File: config.mk
export PLATFORM = sky130hd
export DESIGN_NAME = seg7_capture_decoder
export DESIGN_NICKNAME = d
export VERILOG_FILES = /design/src/rtl/seg7_capture_decoder.sv
export SDC_FILE = /design/constraint.sdc
export NUM_CORES = 1
export LEC_CHECK = 0
export CAP_MARGIN = 25
export CORE_MARGIN = 2
export CORE_UTILIZATION = 30
export CTS_BUF_LIST = sky130_fd_sc_hd__clkbuf_8
export CTS_CLUSTER_DIAMETER = 30
export DETAILED_ROUTE_END_ITERATION = 10
export SLEW_MARGIN = 20
export SYNTH_ARGS = -nofsm -noshare
export SYNTH_HDL_FRONTEND = slang
export SYNTH_SLANG_ARGS = --single-unit
File: constraint.sdc
create_clock -name clk -period 4.2 [get_ports clk]
set_input_delay 1.05 -clock clk [delete_from_list [all_inputs] [get_ports clk]]
set_output_delay 1.05 -clock clk [all_outputs]
set_load 0.02 [all_outputs]
File: src/rtl/seg7_capture_decoder.sv
`timescale 1ns/1ps
// seg7_capture_decoder
// Samples an asynchronous active-low abcdefg segment bus, filters it for
// stability, decodes accepted patterns back to a digit and checks that the
// digit stream follows a +1 modulo counting sequence.
// Optional build macro SEG7_HEX_EN: also decode A..F (digits 10..15) and
// count modulo 16 instead of modulo 10.
//
// Handshake/pulse semantics: digit_valid, illegal and seq_err are single-cycle
// pulses with no ready/backpressure; a consumer must sample them every cycle.
// digit and err_count are held levels that change only alongside an event.
module seg7_capture_decoder #(
    parameter int STABLE_CYCLES = 4,
    parameter int ERR_CNT_W     = 8
) (
    input  logic                 clk,
    input  logic                 rst_n,
    input  logic [6:0]           seg_in,
    input  logic                 clear,
    output logic [3:0]           digit,
    output logic                 digit_valid,
    output logic                 illegal,
    output logic                 seq_locked,
    output logic                 seq_err,
    output logic [ERR_CNT_W-1:0] err_count,
    output logic [1:0]           dbg_state
);

    typedef enum logic [1:0] {
        ST_UNLOCKED = 2'd0,
        ST_ARMED    = 2'd1,
        ST_LOCKED   = 2'd2
    } seq_state_t;

    localparam logic [6:0] SEG_BLANK = 7'b1111111;
    localparam int CNT_W = (STABLE_CYCLES > 1) ? $clog2(STABLE_CYCLES) : 1;
    localparam logic [CNT_W-1:0] CNT_MAX = CNT_W'(STABLE_CYCLES - 1);
`ifdef SEG7_HEX_EN
    localparam logic [3:0] LAST_DIGIT = 4'd15;
`else
    localparam logic [3:0] LAST_DIGIT = 4'd9;
`endif

    // Returns {legal, value}; blank and unknown patterns return legal=0.
    function automatic logic [4:0] decode_seg(input logic [6:0] p);
        case (p)
            7'b0000001: decode_seg = {1'b1, 4'd0};
            7'b1001111: decode_seg = {1'b1, 4'd1};
            7'b0010010: decode_seg = {1'b1, 4'd2};
            7'b0000110: decode_seg = {1'b1, 4'd3};
            7'b1001100: decode_seg = {1'b1, 4'd4};
            7'b0100100: decode_seg = {1'b1, 4'd5};
            7'b0100000: decode_seg = {1'b1, 4'd6};
            7'b0001111: decode_seg = {1'b1, 4'd7};
            7'b0000000: decode_seg = {1'b1, 4'd8};
            7'b0001100: decode_seg = {1'b1, 4'd9};
`ifdef SEG7_HEX_EN
            7'b0001000: decode_seg = {1'b1, 4'd10};
            7'b1100000: decode_seg = {1'b1, 4'd11};
            7'b0110001: decode_seg = {1'b1, 4'd12};
            7'b1000010: decode_seg = {1'b1, 4'd13};
            7'b0110000: decode_seg = {1'b1, 4'd14};
            7'b0111000: decode_seg = {1'b1, 4'd15};
`endif
            default:    decode_seg = {1'b0, 4'd0};
        endcase
    endfunction

    logic [6:0]       sync1, sync2, candidate, accepted;
    logic [CNT_W-1:0] cnt;
    logic             accept;
    logic [4:0]       dec;
    logic             cand_legal, cand_illegal;
    logic [3:0]       cand_value;

    seq_state_t       state, state_next;
    logic [3:0]       last, last_next, exp_digit;
    logic             seq_err_next;
    logic             err_event;

    // Two-flop synchronizer; sync2 is the only view of seg_in used downstream.
    always_ff @(posedge clk or negedge rst_n) begin
        if (!rst_n) begin
            sync1 <= SEG_BLANK;
            sync2 <= SEG_BLANK;
        end else begin
            sync1 <= seg_in;
            sync2 <= sync1;
        end
    end

    // Stability filter: restart the hold count on any change of the synced bus.
    always_ff @(posedge clk or negedge rst_n) begin
        if (!rst_n) begin
            candidate <= SEG_BLANK;
            accepted  <= SEG_BLANK;
            cnt       <= '0;
        end else begin
            if (sync2 != candidate) begin
                candidate <= sync2;
                cnt       <= '0;
            end else if (cnt < CNT_MAX) begin
                cnt <= cnt + CNT_W'(1);
            end
            if (accept) begin
                accepted <= candidate;
            end
        end
    end

    // Acceptance and classification of the held candidate pattern.
    always_comb begin
        accept       = (cnt == CNT_MAX) && (candidate != accepted);
        dec          = decode_seg(candidate);
        cand_legal   = dec[4];
        cand_value   = dec[3:0];
        cand_illegal = !dec[4] && (candidate != SEG_BLANK);
    end

    // Registered decode result and event pulses.
    always_ff @(posedge clk or negedge rst_n) begin
        if (!rst_n) begin
            digit       <= 4'd0;
            digit_valid <= 1'b0;
            illegal     <= 1'b0;
        end else begin
            digit_valid <= accept && cand_legal;
            illegal     <= accept && cand_illegal;
            if (accept && cand_legal) begin
                digit <= cand_value;
            end
        end
    end

    // Sequence checker next-state: advances only on an accepted pattern.
    always_comb begin
        state_next   = state;
        last_next    = last;
        seq_err_next = 1'b0;
        exp_digit    = (last == LAST_DIGIT) ? 4'd0 : last + 4'd1;
        if (accept) begin
            if (cand_legal) begin
                last_next = cand_value;
                case (state)
                    ST_UNLOCKED: state_next = ST_ARMED;
                    ST_ARMED:    state_next = (cand_value == exp_digit) ? ST_LOCKED : ST_ARMED;
                    ST_LOCKED: begin
                        if (cand_value != exp_digit) begin
                            seq_err_next = 1'b1;
                            state_next   = ST_ARMED;
                        end
                    end
                    default:     state_next = ST_UNLOCKED;
                endcase
            end else begin
                state_next = ST_UNLOCKED;
            end
        end
        // clear drops the lock but lets a coincident seq_err pulse through.
        if (clear) begin
            state_next = ST_UNLOCKED;
        end
    end

    // Sequence checker state register and its registered outputs.
    always_ff @(posedge clk or negedge rst_n) begin
        if (!rst_n) begin
            state      <= ST_UNLOCKED;
            last       <= 4'd0;
            seq_locked <= 1'b0;
            seq_err    <= 1'b0;
        end else begin
            state      <= state_next;
            last       <= last_next;
            seq_locked <= (state_next == ST_LOCKED);
            seq_err    <= seq_err_next;
        end
    end

    assign err_event = (accept && cand_illegal) || seq_err_next;

    // Saturating error counter; clear takes priority over a coincident event.
    always_ff @(posedge clk or negedge rst_n) begin
        if (!rst_n) begin
            err_count <= '0;
        end else if (clear) begin
            err_count <= '0;
        end else if (err_event && (err_count != {ERR_CNT_W{1'b1}})) begin
            err_count <= err_count + ERR_CNT_W'(1);
        end
    end

    assign dbg_state = state;

endmodule
==> results of run 1 <==
[routing by layer]
| layer | share of wire, % | vias to the layer above | wire length (µm) |
|---|---|---|---|
| li1 | - | 794 | - |
| met1 | 51 | 788 | 2300 |
| met2 | 47 | 19 | 2120 |
| met3 | 1.6 | 2 | 72 |
| met4 | 0.75 | 0 | 34 |
| met5 | 0 | - | 0 |
[kinds of logic after synthesis]
group | share of synthesized area, %
DFF | 48.0
AOI/OAI and AO/OA | 9.28
muxes | 9.14
adders and majority gates | 0.972
buffers and inverters | 5.69
xor gates and xnor gates | 7.82
and+or+nand+nor | 19.1
[layout make-up]
type | count | area share (%)
inverters | 5 | 0.798
repair buffers | 28 | 9.16
well taps | 105 | 4.41
multi-input cells | 151 | 40.0
clock inverters | 2 | 1.30
flip-flops and latches | 48 | 41.5
clock buffers | 6 | 2.77
[stage by stage]
step           setup slack (ns)  utilization, %  hold WS, ns  area (µm²)  total power, µW
6_report                   1.30            36.1        0.353        2980              892
5_1_grt                    1.13            36.1        0.363        2980              936
4_1_cts                    1.30            36.1        0.361        2980              910
3_5_place_dp               1.32            34.6        0.347        2860              554
3_3_place_gp               1.32            34.6        0.346        2860              553
2_1_floorplan              1.78               -        0.345        2570              535
[registers in the layout, indices dropped and copies added, names as in the netlist]
register and flops:
digit_valid 1, sync2 7, err_count 8, candidate 7, seq_locked 1, cnt 2
seq_err 1, digit 4, accepted 7, illegal 1, sync1 7, dbg_state 2
[final timing paths]
path,to,slack [ns]
setup reg to reg,dbg_state[0],1.30
max in group asynchronous,accepted[5],2.65
min in group asynchronous,dbg_state[0],0.80
setup / recovery,dbg_state[0],1.30
hold reg to reg,sync2[1],0.35
hold / removal,sync2[1],0.35
[worst max-delay path, delay by kind of cell (launching register included)]
family | cells | cell delay, ns
xor+xnor | 1 | 0.15
compound gates | 4 | 0.97
flops | 1 | 0.68
simple gates | 2 | 0.98
[cell usage after synthesis, types with 3 or more instances]
master,number
dfstp_2,28
dfrtp_1,20
nand2_1,18
nor2_1,14
xnor2_1,12
xor2_1,11
nand3_1,9
nor2b_1,9
buf_2,8
clkbuf_1,8
mux2_2,8
mux2_4,7
nand4_1,6
nor3_1,6
o21ai_2,6
buf_6,4
inv_1,4
mux2i_1,4
o21ai_0,4
a21oi_1,3
[cells in the final DEF (no fill, tap or decap), types with 2 or more instances in the layout]
cell             synthesis  routed
dfstp_2                 28      28
clkdlybuf4s50_1          0      26
dfrtp_1                 20      20
nand2_1                 18      18
nor2_1                  14      14
xnor2_1                 12      12
xor2_1                  11      11
nor2b_1                  9       9
nand3_1                  9       9
mux2_2                   8       8
mux2_4                   7       7
nand4_1                  6       6
nor3_1                   6       6
o21ai_2                  6       6
clkbuf_8                 0       6
inv_1                    4       4
mux2i_1                  4       4
o21ai_0                  4       4
a21oi_1                  3       3
o41ai_2                  2       2
nor3b_1                  2       2
o211ai_1                 2       2
nand2_4                  2       2
nor4_1                   2       2
clkinv_4                 1       2
ha_1                     2       2
[power breakdown]
group | total (µW) | leakage (µW) | internal [µW] | switching [µW]
registers | 497 | 0.000573 | 481 | 15.9
logic | 47.8 | 0.000541 | 22.3 | 25.5
clock network | 347 | 0.0000614 | 195 | 152
total | 892 | 0.00118 | 698 | 194
==> results.yml, run 1 <==
detailed_routing:
  firstDrtPassIters: 4
  wire_per_inst_um: 13.1
  drc: 0
  num_vias: 1603
  drt-initial-drc-count: 119
  ant_nets: 0
  viasPerCell: 4.65
  finalWirelength_mm: 4.53
clock_network:
  cts_resized: 0
  clk_latency_ns: 0.29
  cts_setup_buffers: 0
  clk_path_buf_depth: 2
  clock_sinks: 48
  path_clk_slew_ns: 0.09
  cts_made_buffers: 5
  htreeDepth: 2
  clock-root-buffer: "clkbuf_8"
  cts_hold_buffers: 0
  cts_tree: "done"
sta:
  period_share_pct: 69.1
  tns_ns: 0
  skew_ns: 0.00479
  rsz0062_at_grt: "no"
  hold_viol: 0
  timing.final.crit_period_ns: 2.90
  setup_viol: 0
  tightest_slew_ns: 0.884
  slew_headroom_pct: 40.6
  maxSlewViolCount: 0
  fmaxAchievable_mhz: 344
critical_path:
  worstSetupPathType: "flip-flop to flip-flop"
  cp.required_ns: 4.39
  reg2reg_from: "candidate[6]"
  crit_chain: "or3_4 > a2bb2o_4 > a31oi_4 > xnor2_1 > nor4_4 > a2111oi_1 > a311o_1"
  cp-end-kind: "flip-flop"
  startpoint: "candidate[6]"
  cp_max_fo: 12
  arrival_ns: 3.09
  slowest_stage: "nor4_4"
  slowest_delay_ns: 0.79
  cp-start-kind: "flip-flop"
  rr_worst_depth: 7
global_route:
  use_met3_pct: 1.59
  grt_max_degree: 33
  grt_remaining_overflow: 0
  grtUsageMet2_pct: 16.9
  grt_pass1_wl_mm: 7.89
  antenna_found_initial: 0
  grt_pass1_vias: 1650
  track_usage_pct: 10.1
  grt.busiest_layer: "met2"
  met1_usage_pct: 13.4
logic_synthesis:
  synth_area_um2: 2570
  async_flop_share_pct: 100
  ys_types: 50
  ys_seq_elements: 48
  ys_seq_area_share_pct: 48.0
  synthFlopType: "dfstp_2"
  syn_nets: 237
  synth_area_leaders: "dfstp_2 (29%), dfrtp_1 (19%), mux2_4 (4.1%), xnor2_1 (4.1%), xor2_1 (3.7%)"
  syn_inst: 225
  synth_edf_count: 0
  yosys.area.top_type: "dfstp_2"
  yosysWarningCount: 0
  avgSynthCellArea_um2: 11.4
  synth_top_cell_area_share_pct: 28.6
finish:
  syn2layout_area_growth_pct: 15.6
  antenna_cells: 0
  fin_cells: 345
  final-seq-area_um2: 1240
  multi_input_area_um2: 1190
  fillers: 828
  drive_above_1_share_pct: 31.7
  nNetsFinal: 251
job:
  max_cap_viol_count: 0
floorplan:
  coreArea_um2: 8260
  fp.dieH_um: 96.6
  placementRows: 33
  die_x_um: 96.6
  ios: 28
  die_area_um2: 9340
  start_util_pct: 31.2
hold_path:
  hold_depth: 0
  hp-class: "flip-flop to flip-flop"
  hp-start: "sync1[1]"
place:
  dp.cells: 337
  dp_hpwl_mm: 3.19
  port_buffers: 27
  gp_congestion: 0.776
pwr:
  power.leakage_uw: 0.00118
  peakVddDrop_v: 0.000145
  power_density_nw_per_um2: 300
status:
  status: "complete, no violations"
No activity file was read; power rests on OpenSTA's default activity.
==> inputs of run 2 (changes only) <==
clock period = 2.95 ns   (was 4.2 ns; I/O delays follow)
==> results.yml, run 2 (synthesis gave the netlist of run 1 again) <==
detailed_routing:
  viasPerCell: 4.70
  firstDrtPassIters: 4
  wire_per_inst_um: 13.3
  ant_nets: 0
  drt-initial-drc-count: 85
  finalWirelength_mm: 4.64
  num_vias: 1639
  drc: 0
clock_network:
  clock_sinks: 48
  clk_latency_ns: 0.30
  cts_resized: 0
  cts_tree: "done"
  clock-root-buffer: "clkbuf_8"
  cts_setup_buffers: 0
  clk_path_buf_depth: 2
  cts_hold_buffers: 0
  path_clk_slew_ns: 0.09
  cts_made_buffers: 5
  htreeDepth: 2
place:
  gp_congestion: 0.787
  dp.cells: 341
  pre_cts_slack_ns: 0.391
  port_buffers: 27
  dp_hpwl_mm: 3.34
sta:
  tightest_slew_ns: 0.754
  timing.final.crit_period_ns: 2.57
  tns_ns: 0
  setup_slack_ns: 0.379
  rsz0062_at_grt: "no"
  maxSlewViolCount: 0
  slew_headroom_pct: 49.8
  fmaxAchievable_mhz: 389
  skew_ns: 0.00499
  period_share_pct: 87.2
  setup_viol: 0
  hold_viol: 0
pwr:
  p_int_uw: 1060
  power.leakage_uw: 0.00120
  peakVddDrop_v: 0.000314
  switching_share_pct: 21.6
  p_comb_share_pct: 5.1
  power.switching_uw: 291
  power_density_nw_per_um2: 447
  p_seq_share_pct: 52.4
  p_clk_share_pct: 42.5
critical_path:
  slowest_delay_ns: 0.69
  crit_family: "compound AO/OA/AOI/OAI gates"
  path_buf_inv: 1
  worstSetupPathType: "flip-flop to flip-flop"
  cp.required_ns: 3.14
  arrival_ns: 2.76
  cp-end-kind: "flip-flop"
  cp_max_fo: 12
  crit_cells: 8
  cp-start-kind: "flip-flop"
  slowest_stage: "dfstp_2"
  rr_worst_depth: 8
  crit_chain: "or3_4 > a2bb2o_4 > a31oi_4 > xnor2_1 > nor4_4 > buf_4 > o31ai_4 > mux2_4"
job:
  max_cap_viol_count: 0
global_route:
  antenna_found_initial: 0
  grt_remaining_overflow: 0
  grt_pass1_wl_mm: 8.58
  track_usage_pct: 11.0
  grt_max_degree: 36
  grt_pass1_vias: 1756
floorplan:
  placementRows: 33
  start_util_pct: 31.2
  ios: 28
  coreArea_um2: 8260
  fp.dieH_um: 96.6
  die_area_um2: 9340
  die_x_um: 96.6
finish:
  fin_cells: 349
  final_cell_mix: "dfstp_2 (28), clkdlybuf4s50_1 (26), dfrtp_1 (20)"
  final_common_cell: "dfstp_2"
  syn2layout_area_growth_pct: 17.4
  drive_above_1_share_pct: 32.8
  largest_reg_flops: 8
  regMostFlops: "err_count"
  nNetsFinal: 255
  antenna_cells: 0
hold_path:
  hold_depth: 0
  hp-class: "flip-flop to flip-flop"
status:
  status: "complete, no violations"
[run 2: changes by cell type in the layout (fill, tap and decap cells not counted)]
cell,previous run,this run
buf_4,1,5
clkbuf_8,6,5
clkinv_4,2,1
bufinv_16,1,2
inv_6,0,1
[run 2: through the flow]
stage / hold slack [ns] / cell area, µm² / utilization (%) / total power, µW
6_report: 0.360 / 3020 / 36.6 / 1350
4_1_cts: 0.361 / 3020 / 36.6 / 1370
3_3_place_gp: 0.346 / 2890 / 35.0 / 789
3_5_place_dp: 0.347 / 2890 / 35.0 / 791
5_1_grt: 0.364 / 3020 / 36.6 / 1400
2_1_floorplan: 0.345 / 2570 / - / 762
[run 2: final cells by class]
cell class	instances	area, µm²
inverters	5	23.8
repair buffers	32	303
fillers	834	5230
clock inverters	3	68.8
clock buffers	5	68.8
well taps	105	131
flip-flops and latches	48	1240
multi-input cells	151	1190
[run 2: worst reg2reg max path, delay by kind of cell, from the launching register on]
kind | cells | cell delay, ns
flip-flops | 1 | 0.69
AND/OR/NAND/NOR | 2 | 0.28
buffers and inverters | 1 | 0.20
AO/OA/AOI/OAI | 3 | 0.77
multiplexers | 1 | 0.33
XOR/XNOR | 1 | 0.20
[run 2: worst paths after layout]
| check | slack (ns) | end | startpoint |
|---|---|---|---|
| max reg2reg | 0.38 | err_count[0] | candidate[6] |
| min reg2reg | 0.36 | sync2[3] | sync1[3] |
| min in group asynchronous | 0.49 | cnt[0] | rst_n |
| max | 0.38 | err_count[0] | candidate[6] |
| max in group asynchronous | 1.74 | sync2[2] | rst_n |
| min | 0.36 | sync2[3] | sync1[3] |
[run 2: power by group through the flow]
stage	Combinational (µW)	Clock [µW]	Sequential (µW)
after detailed placement	71.2	0	719
final	69.6	574	708
after floorplan	59.3	0	703
after global routing	79.1	610	711
after global placement	70.6	0	718
after CTS	71.6	588	708
[run 2: metal layers]
layer	global-route usage [%]	share of wire, %	vias up
met4	4.12	1.7	0
li1	-	-	802
met1	14.8	47	794
met2	17.7	47	36
met5	0	0	-
met3	1.88	3.8	7
==> inputs of run 3 (changes only) <==
--- a/constraint.sdc
+++ b/constraint.sdc
@@ -3,2 +3,2 @@
 set_output_delay 0.7375 -clock clk [all_outputs]
-set_load 0.02 [all_outputs]
+set_load 0.1 [all_outputs]
==> results.yml, run 3 (synthesis gave the netlist of run 1 again) <==
status:
  status: "complete, no violations"
clock_network:
  cts_hold_buffers: 0
  clk_latency_ns: 0.30
  cts_setup_buffers: 0
  cts_resized: 0
  clock_sinks: 48
  cts_made_buffers: 5
  clk_path_buf_depth: 2
  clock-root-buffer: "clkbuf_8"
  path_clk_slew_ns: 0.09
  htreeDepth: 2
  cts_tree: "done"
critical_path:
  arrival_ns: 2.74
  crit_family: "flip-flops"
  path_buf_inv: 1
  cp.required_ns: 3.14
  endpoint: "err_count[0]"
  reg2reg_from: "candidate[3]"
  cp_max_fo: 11
  rr_worst_depth: 8
  worstSetupPathType: "flip-flop to flip-flop"
  cp-end-kind: "flip-flop"
  ff2ff_setup_slack_ns: 0.41
  cp-start-kind: "flip-flop"
  slowest_delay_ns: 0.70
  crit_cells: 8
  slowest_stage: "dfstp_2"
  r2r-end: "err_count[0]"
  startpoint: "candidate[3]"
  crit_chain: "nor2b_1 > a21o_1 > a31oi_4 > xnor2_1 > nor4_4 > buf_4 > o31ai_4 > mux2_4"
finish:
  final_core_util_pct: 35.8
  final_cell_mix: "dfstp_2 (28), buf_4 (23), dfrtp_1 (20)"
  largest_reg_flops: 8
  regMostFlops: "err_count"
  drive_above_1_share_pct: 40.2
  final_common_cell: "dfstp_2"
  nNetsFinal: 255
  syn2layout_area_growth_pct: 14.8
  antenna_cells: 0
floorplan:
  die_x_um: 96.6
  die_area_um2: 9340
  coreArea_um2: 8260
  ios: 28
  start_util_pct: 31.2
  fp.dieH_um: 96.6
  placementRows: 33
detailed_routing:
  ant_nets: 0
  viasPerCell: 4.74
  num_vias: 1654
  firstDrtPassIters: 4
  drt-initial-drc-count: 64
  finalWirelength_mm: 4.54
  wire_per_inst_um: 13.0
  drc: 0
global_route:
  grt_pass1_wl_mm: 8.29
  grt_remaining_overflow: 0
  grt_max_degree: 34
  grt_pass1_vias: 1662
  antenna_found_initial: 0
  track_usage_pct: 10.6
hold_path:
  hp-class: "flip-flop to flip-flop"
place:
  dp_hpwl_mm: 3.28
  pre_cts_slack_ns: 0.437
  gp_congestion: 0.772
  port_buffers: 27
job:
  max_cap_viol_count: 0
sta:
  timing.final.crit_period_ns: 2.54
  hold_viol: 0
  fmaxAchievable_mhz: 393
  skew_ns: 0.00870
  finalHoldWorstSlack_ns: 0.359
  maxSlewViolCount: 0
  tns_ns: 0
  period_share_pct: 86.3
  setup_slack_ns: 0.405
  slew_headroom_pct: 51.8
  setup_viol: 0
  tightest_slew_ns: 0.724
  rsz0062_at_grt: "no"
pwr:
  power_uw: 1260
  power.leakage_uw: 0.00123
  peakVddDrop_v: 0.000319
  power_density_nw_per_um2: 427
[run 3: per-stage QoR]
| step | cells | area, µm² |
|---|---|---|
| global route | 349 | 2960 |
| detailed placement | 341 | 2840 |
| finish | 349 | 2960 |
| global placement | 341 | 2840 |
| CTS | 349 | 2960 |
| floorplan | 225 | 2570 |
[run 3: worst min path at each step]
stage / start / end / cells past startpoint
2_1_floorplan: sync1[0] / sync2[0] / 0
3_3_place_gp: sync1[5] / sync2[5] / 0
3_5_place_dp: sync1[0] / sync2[0] / 0
4_1_cts: sync1[0] / sync2[0] / 0
5_1_grt: sync1[6] / sync2[6] / 0
6_report: sync1[6] / sync2[6] / 0
[run 3: where the power goes]
group	switching (µW)	internal, µW
Combinational	36.6	33.1
Sequential	22.9	685
Clock	227	256
[run 3: worst register-to-register path: stages (launching register included)]
cell and delay, ns:
dfstp_2 0.70, nor2b_1 0.26, a21o_1 0.19, a31oi_4 0.12, xnor2_1 0.27, nor4_4 0.08
buf_4 0.20, o31ai_4 0.30, mux2_4 0.32
[run 3: layout make-up]
type                    count  area, µm²
clock buffers               5       68.8
clock inverters             3       45.0
fillers                   806       5300
inverters                   5       23.8
multi-input cells         151       1190
flip-flops and latches     48       1240
well taps                 105        131
repair buffers             32        258
[run 3: layer usage]
metal	GRT usage, %	vias up	wire length (µm)
met4	3.90	0	80
met3	2.10	5	141
li1	-	803	-
met5	0	-	0
met1	15.2	816	2260
met2	15.8	30	2060
